**config.mk**
```make
export PLATFORM = sky130hd
export DESIGN_NAME = mbus_sleep_arbiter
export DESIGN_NICKNAME = d
export VERILOG_FILES = /design/src/rtl/mbus_sleep_arbiter.sv
export SDC_FILE = /design/constraint.sdc
export NUM_CORES = 1
export LEC_CHECK = 0
export CORE_AREA = 2 2 53 55
export CTS_CLUSTER_SIZE = 25
export DETAILED_ROUTE_END_ITERATION = 16
export DIE_AREA = 0 0 55 57
export GPL_TIMING_DRIVEN = 0
export PLACE_DENSITY = 0.6
export SYNTH_ARGS = -nofsm -noshare
export SYNTH_HDL_FRONTEND = slang
export SYNTH_SLANG_ARGS = --single-unit
```
**constraint.sdc**
```tcl
create_clock -name CLKIN -period 1.9 [get_ports CLKIN]
set_input_delay 0.38 -clock CLKIN [delete_from_list [all_inputs] [get_ports CLKIN]]
set_output_delay 0.38 -clock CLKIN [all_outputs]
set_load 0.05 [all_outputs]
```
**src/rtl/mbus_sleep_arbiter.sv**
```systemverilog
// Sleep/wake arbiter for an MBus layer: guards a quiet bus before issuing sleep,
// waits for power-gate completion, and sequences the sleep-controller release on wakeup.
module mbus_sleep_arbiter #(
  parameter int GUARD_CYCLES = 4,
  parameter int WAKE_CYCLES  = 3,
  parameter int CNT_WIDTH    = 4
) (
  input  logic CLKIN,
  input  logic RESETn,
  input  logic SLEEP_REQ_BUS,
  input  logic SLEEP_REQ_LC,
  input  logic WAKEUP_REQ,
  input  logic BUS_BUSY,
  input  logic PG_DONE,
  output logic SLEEP_REQ,
  output logic SLEEP_CTRL_RSTn,
  output logic SLEEP_ACK_BUS,
  output logic SLEEP_ACK_LC,
  output logic WAKEUP_ACK,
  output logic ABORT,
  output logic ASLEEP
);

  typedef enum logic [2:0] {
    S_IDLE,
    S_GUARD,
    S_ISSUE,
    S_SLEEP,
    S_WAKE
  } state_t;

  localparam logic [CNT_WIDTH-1:0] GUARD_LOAD = CNT_WIDTH'(GUARD_CYCLES - 1);
  localparam logic [CNT_WIDTH-1:0] WAKE_LOAD  = CNT_WIDTH'(WAKE_CYCLES - 1);

  state_t               r_state;
  logic [CNT_WIDTH-1:0] r_cnt;
  logic                 r_grant_bus;
  logic                 r_grant_lc;
  logic                 r_wake_pend;
  logic                 r_sleep_req;
  logic                 r_ctrl_rstn;
  logic                 r_ack_bus;
  logic                 r_ack_lc;
  logic                 r_wakeup_ack;
  logic                 r_abort;
  logic                 r_asleep;

  logic w_req_any;
  logic w_granted_req;

  assign w_req_any     = SLEEP_REQ_BUS | SLEEP_REQ_LC;
  assign w_granted_req = (r_grant_bus & SLEEP_REQ_BUS) | (r_grant_lc & SLEEP_REQ_LC);

  always_ff @(posedge CLKIN or negedge RESETn) begin
    if (!RESETn) begin
      r_state      <= S_IDLE;
      r_cnt        <= '0;
      r_grant_bus  <= 1'b0;
      r_grant_lc   <= 1'b0;
      r_wake_pend  <= 1'b0;
      r_sleep_req  <= 1'b0;
      r_ctrl_rstn  <= 1'b1;
      r_ack_bus    <= 1'b0;
      r_ack_lc     <= 1'b0;
      r_wakeup_ack <= 1'b0;
      r_abort      <= 1'b0;
      r_asleep     <= 1'b0;
    end else begin
      // Pulses are only ever set on a state transition, so they self-clear here.
      r_ack_bus    <= 1'b0;
      r_ack_lc     <= 1'b0;
      r_wakeup_ack <= 1'b0;
      r_abort      <= 1'b0;
      case (r_state)
        S_IDLE: begin
          if (w_req_any && !WAKEUP_REQ && !BUS_BUSY) begin
            r_grant_bus <= SLEEP_REQ_BUS;
            r_grant_lc  <= ~SLEEP_REQ_BUS;
            r_cnt       <= GUARD_LOAD;
            r_state     <= S_GUARD;
          end
        end
        S_GUARD: begin
          if (WAKEUP_REQ || BUS_BUSY || !w_granted_req) begin
            r_abort     <= 1'b1;
            r_grant_bus <= 1'b0;
            r_grant_lc  <= 1'b0;
            r_state     <= S_IDLE;
          end else if (r_cnt == '0) begin
            r_sleep_req <= 1'b1;
            r_wake_pend <= 1'b0;
            r_state     <= S_ISSUE;
          end else begin
            r_cnt <= r_cnt - 1'b1;
          end
        end
        S_ISSUE: begin
          // Committed: a wakeup seen here is remembered and served after power-gating.
          if (WAKEUP_REQ) r_wake_pend <= 1'b1;
          if (PG_DONE) begin
            r_sleep_req <= 1'b0;
            r_ctrl_rstn <= 1'b0;
            r_asleep    <= 1'b1;
            r_ack_bus   <= r_grant_bus;
            r_ack_lc    <= r_grant_lc;
            r_state     <= S_SLEEP;
          end
        end
        S_SLEEP: begin
          if (WAKEUP_REQ || r_wake_pend) begin
            r_wake_pend <= 1'b0;
            r_ctrl_rstn <= 1'b1;
            r_asleep    <= 1'b0;
            r_cnt       <= WAKE_LOAD;
            r_state     <= S_WAKE;
          end
        end
        S_WAKE: begin
          if (r_cnt == '0) begin
            r_wakeup_ack <= 1'b1;
            r_grant_bus  <= 1'b0;
            r_grant_lc   <= 1'b0;
            r_state      <= S_IDLE;
          end else begin
            r_cnt <= r_cnt - 1'b1;
          end
        end
        default: r_state <= S_IDLE;
      endcase
    end
  end

  assign SLEEP_REQ       = r_sleep_req;
  assign SLEEP_CTRL_RSTn = r_ctrl_rstn;
  assign SLEEP_ACK_BUS   = r_ack_bus;
  assign SLEEP_ACK_LC    = r_ack_lc;
  assign WAKEUP_ACK      = r_wakeup_ack;
  assign ABORT           = r_abort;
  assign ASLEEP          = r_asleep;

endmodule

```
==> results.toml, run 1 <==
[global_routing]
grt_pass1_vias = 783
grt_max_degree = 18
grt_overflow_total = 0
grtUsageTotal = 0.154
antenna_found_initial = 0
grt_pass1_wl_um = 3560

[timing]
rsz0062_at_grt = "no"
max-slew-margin-rel = 0.475
setup_viol = 0
max_freq_mhz = 548
hold_viol_final = 0
final_max_slew_viol_count = 0
worstMarginPinSlew_ns = 0.785
min_period_ns = 1.82
fin_skew_ns = 0.00585
post-route-period-util = 0.960
fin_tns_setup_ns = 0

[final_layout]
multi_input_area_um2 = 493
nFillCells = 265
nets = 130
largest_register_ffs = 4
antenna_cells = 0
area_growth_pct = 23.0
finish.instance_area_um2 = 1150
layout-drive-gt1-share = 0.117
regArea_um2 = 427
top_register = "r_cnt"
final_cell_mix = "dfrtp_1, nor2_1, nand2_1"
top_regs = "r_cnt x4, r_state x3"
layout_commonest_cell = "dfrtp_1"

[clocking]
clockBufferDepth = 2
cts_buffers = 3
clkSinkCount = 17
clkTransAtPathRegs_ns = 0.09
cts_tree = "done"
htreeDepth = 1
cts-root-buf = "clkbuf_4"
clk-insertion-delay-late_ns = 0.30
ctsHoldBuffers = 0

[synth]
yosysWarnings = 0
ys.flop_type = "dfrtp_1"
seq_area_frac_synth = 0.458
yosysUniqueCellTypes = 34
syn-num-nets = 112
synth_cells = 103
syn_area_per_cell_um2 = 9.05
async_flop_share = 1.00
ys_ff_latch = 17
netlist_area_um2 = 932
synth_edf_count = 0

[worst_setup_path]
reg2reg_slack_ns = 0.12
r2r_end = "r_cnt[2]$_DFFE_PN0P_"
cp-end-kind = "output port"
crit_type = "flip-flop to output port"
critPathSlowestCell = "clkdlybuf4s50_1"
cp-start-kind = "flip-flop"
cp_cell_sequence = "clkdlybuf4s50_1"
path_max_fanout = 1
crit_cells = 1
slowest_delay_ns = 0.80
worstReg2RegStart = "r_state[2]$_DFFE_PN0P_"
cp.required_ns = 1.52
worstPathArrival_ns = 1.44
ff2ff_path_depth = 6
critical-path-top-delay-family = "buffers and inverters"
cp_num_buf_inv = 1

[min_path]
hold_depth = 2
hp-class = "flip-flop to flip-flop"
hold_start = "SLEEP_CTRL_RSTn$_DFFE_PN1P_"
hold-path-endpoint = "SLEEP_CTRL_RSTn$_DFFE_PN1P_"

[outcome]
status = "finished, final reports clean"

[power_and_ir_drop]
power_frac_clock = 0.177
leakage_nw = 0.496
seqPwrFrac = 0.414
combPwrFrac = 0.408
p_sw_frac = 0.396
vdd_drop_max_mv = 0.675
switching_power_mw = 0.447
p_per_area_nw_per_um2 = 987
power.internal_mw = 0.684

[floorplan]
rows = 19
initial_utilization = 0.356
die_h_um = 57
ios = 14
die_w_um = 55
dieArea_um2 = 3140
fp.coreArea_um2 = 2620

[route]
drc = 0
viasPerCell = 5.43
via_count = 820
drtIter0Drc = 21
ant_nets = 0
drt-pass1-iter-count = 4
wirelength_um = 2060
routedWlPerCell_um = 13.6

[place]
place_area_um2 = 1090
post-dp-hpwl_um = 1520
port_buffers = 12
place_congestion = 0.802

[job]
cap_violations = 0
==> worst max-delay path by stage <==
stage / startpoint / endpoint / slack, ns
after global placement: SLEEP_REQ_BUS / r_cnt[2]$_DFFE_PN0P_ / -0.31
after global routing: SLEEP_REQ_LC / r_grant_lc$_DFFE_PN0P_ / 0.002
final: SLEEP_ACK_LC$_DFF_PN0_ / SLEEP_ACK_LC / 0.08
after floorplan: r_state[1]$_DFFE_PN0P_ / r_cnt[2]$_DFFE_PN0P_ / 0.23
after detailed placement: SLEEP_REQ_BUS / r_cnt[2]$_DFFE_PN0P_ / -0.32
after CTS: r_cnt[0]$_DFFE_PN0P_ / r_grant_lc$_DFFE_PN0P_ / 0.008
==> logic make-up after synthesis <==
logic type,synth area share
flip-flops,0.458
multiplexers,0.0228
AND/OR/NAND/NOR,0.220
buffers and inverters,0.0335
AO/OA/AOI/OAI,0.239
adder cells (fa/ha/maj),0.0268
==> synthesized netlist by cell type, types with 2 or more instances <==
master	instances	area share
dfrtp_1	16	0.43
o31ai_1	2	0.016
nor3_1	4	0.021
nor2_1	15	0.060
ha_1	2	0.027
inv_1	4	0.016
clkbuf_1	3	0.012
nand2_1	11	0.044
o21ai_1	2	0.011
a21oi_1	7	0.038
o22ai_2	2	0.027
nor2b_1	2	0.013
o21ai_0	10	0.054
nand2b_1	3	0.020
==> area by class of cell <==
class                           instances  area share
Multi-Input combinational cell         78       0.430
Timing Repair Buffer                   13       0.114
Sequential cell                        17       0.372
Tap cell                               31      0.0338
Inverter                                4      0.0131
Buffer                                  4      0.0142
Clock buffer                            4      0.0229
==> metal layers <==
| layer | track usage | share of wire | up-vias |
|---|---|---|---|
| li1 | - | - | 403 |
| met1 | 0.215 | 0.49 | 392 |
| met3 | 0.0497 | 0.049 | 5 |
| met5 | 0 | 0 | - |
| met2 | 0.226 | 0.45 | 20 |
| met4 | 0.0523 | 0.013 | 0 |
==> metrics by stage <==
stage | setup slack, ns | total power, mW | cells | hold slack, ns | utilization
3_5_place_dp | -0.316 | 0.907 | 146 | 0.463 | 0.417
2_1_floorplan | 0.226 | 0.791 | 103 | 0.0844 | -
4_1_cts | 0.00790 | 1.12 | 151 | 0.477 | 0.432
6_report | 0.0766 | 1.13 | 151 | 0.469 | 0.438
3_3_place_gp | -0.309 | 0.901 | 146 | 0.450 | 0.417
5_1_grt | 0.00212 | 1.22 | 151 | 0.490 | 0.438
==> timing repair <==
item | CTS | global route
pin swaps | 2 | 2
setup buffers | 1 | 0
hold endpoints to repair | 0 | 0
resized for setup | 3 | 6
endpoints found under the setup margin | 3 | 6
==> power by group through the flow <==
stage	combinational, mW	sequential (mW)	clock (mW)
floorplan	0.290	0.501	0
global placement	0.427	0.474	0
detailed placement	0.432	0.475	0
CTS	0.454	0.468	0.202
global route	0.517	0.477	0.230
finish	0.462	0.468	0.201
(Power assumes the default switching activity.)
==> run 2: changes to the inputs <==
Settings changed: REMOVE_ABC_BUFFERS set to 1.
==> results.toml, run 2 (synthesis gave the netlist of run 1 again) <==
[timing]
min_period_ns = 1.81
setup_viol = 0
final_max_slew_viol_count = 0
rsz0062_at_grt = "yes"
fin_tns_setup_ns = 0
max_freq_mhz = 554
post-route-period-util = 0.950
fin_skew_ns = 0.0103
max-slew-margin-rel = 0.502
hold_viol_final = 0
worstMarginPinSlew_ns = 0.744

[min_path]
hold_start = "SLEEP_CTRL_RSTn$_DFFE_PN1P_"
hp-class = "flip-flop to flip-flop"
hold-path-endpoint = "SLEEP_CTRL_RSTn$_DFFE_PN1P_"
hold_depth = 2

[worst_setup_path]
ff2ff_path_depth = 5
reg2reg_slack_ns = 0.10
worstPathArrival_ns = 1.43
crit_cells = 1
r2r_end = "r_cnt[2]$_DFFE_PN0P_"
path_max_fanout = 1
cp-start-kind = "flip-flop"
worstReg2RegStart = "r_state[0]$_DFFE_PN0P_"
cp_cell_sequence = "clkdlybuf4s50_1"
critPathSlowestCell = "clkdlybuf4s50_1"
slowest_delay_ns = 0.79
cp_num_buf_inv = 1
crit_type = "flip-flop to output port"
cp.required_ns = 1.52
critical-path-top-delay-family = "buffers and inverters"
cp-end-kind = "output port"

[route]
drtIter0Drc = 7
drt-pass1-iter-count = 4
via_count = 827
wirelength_um = 2040
ant_nets = 0
drc = 0
viasPerCell = 5.41
routedWlPerCell_um = 13.3

[floorplan]
die_w_um = 55
dieArea_um2 = 3140
initial_utilization = 0.356
die_h_um = 57
fp.coreArea_um2 = 2620
rows = 19
ios = 14

[clocking]
cts_tree = "done"
htreeDepth = 1
cts-root-buf = "clkbuf_4"
clkTransAtPathRegs_ns = 0.11
cts_buffers = 3
clk-insertion-delay-late_ns = 0.29
ctsHoldBuffers = 0
clkSinkCount = 17
clockBufferDepth = 2

[power_and_ir_drop]
seqPwrFrac = 0.403
vdd_drop_max_mv = 0.676
p_per_area_nw_per_um2 = 1000
switching_power_mw = 0.458
power.internal_mw = 0.740
leakage_nw = 0.522
p_sw_frac = 0.382
combPwrFrac = 0.436
power_frac_clock = 0.161

[final_layout]
layout_commonest_cell = "nor2_1"
largest_register_ffs = 4
top_regs = "r_cnt x4, r_state x3"
area_growth_pct = 28.2
antenna_cells = 0
top_register = "r_cnt"
layout-drive-gt1-share = 0.156
final_cell_mix = "nor2_1, dfrtp_1, nand2_1"
final_util = 0.457
nFillCells = 275
regArea_um2 = 430
nets = 132
multi_input_area_um2 = 480
fin_cells = 153

[place]
dpl.cell_count = 143
post-dp-hpwl_um = 1440
place_congestion = 0.778
port_buffers = 13

[global_routing]
grt_pass1_vias = 734
grt_overflow_total = 0
grtUsageTotal = 0.146
antenna_found_initial = 0
grt_max_degree = 18
grt_pass1_wl_um = 3390

[job]
cap_violations = 0

[outcome]
status = "finished, final reports clean"
-- run 2: how the worst max path moves through the flow --
stage / from / end
4_1_cts: SLEEP_REQ$_DFFE_PN0P_ / SLEEP_REQ
6_report: SLEEP_ACK_LC$_DFF_PN0_ / SLEEP_ACK_LC
5_1_grt: r_cnt[0]$_DFFE_PN0P_ / r_cnt[3]$_DFFE_PN0P_
2_1_floorplan: r_state[1]$_DFFE_PN0P_ / r_cnt[2]$_DFFE_PN0P_
3_3_place_gp: SLEEP_REQ_BUS / r_cnt[2]$_DFFE_PN0P_
3_5_place_dp: SLEEP_REQ_BUS / r_cnt[2]$_DFFE_PN0P_
-- run 2: metrics by stage --
step	instance area (um2)	power, mW	worst slack, ns	hold WS, ns
after global placement	1080	0.888	-0.310	0.448
after CTS	1120	1.12	0.0163	0.474
after global routing	1190	1.28	-0.00531	0.527
after floorplan	916	0.782	0.121	0.0844
final	1190	1.20	0.0948	0.468
after detailed placement	1080	0.905	-0.318	0.459
-- run 2: cell type report --
type                            count  share of cell area
Clock inverter                      1             0.00419
Sequential cell                    17               0.360
Inverter                            4              0.0126
Tap cell                           31              0.0325
Clock buffer                        3              0.0188
Timing Repair Buffer               19               0.170
Multi-Input combinational cell     78               0.402
-- run 2: routing by layer --
layer,vias to the layer above,global-route usage,share of wire
met3,4,0.0419,0.052
met2,16,0.219,0.45
met5,-,0,0
met4,0,0.0314,0.0093
li1,408,-,-
met1,399,0.209,0.49
-- run 2: timing repair --
action / CTS / global route
resized for setup: 5 / 3
gates cloned: 0 / 0
endpoints found under the setup margin: 2 / 6
buffers inserted: 1 / 5
pin swaps: 2 / 1
-- run 2: power by group through the flow --
| stage | sequential, mW | combinational (mW) | clock (mW) |
|---|---|---|---|
| detailed placement | 0.502 | 0.403 | 0 |
| finish | 0.483 | 0.522 | 0.193 |
| floorplan | 0.517 | 0.265 | 0 |
| CTS | 0.497 | 0.424 | 0.203 |
| global placement | 0.497 | 0.391 | 0 |
| global route | 0.490 | 0.576 | 0.218 |
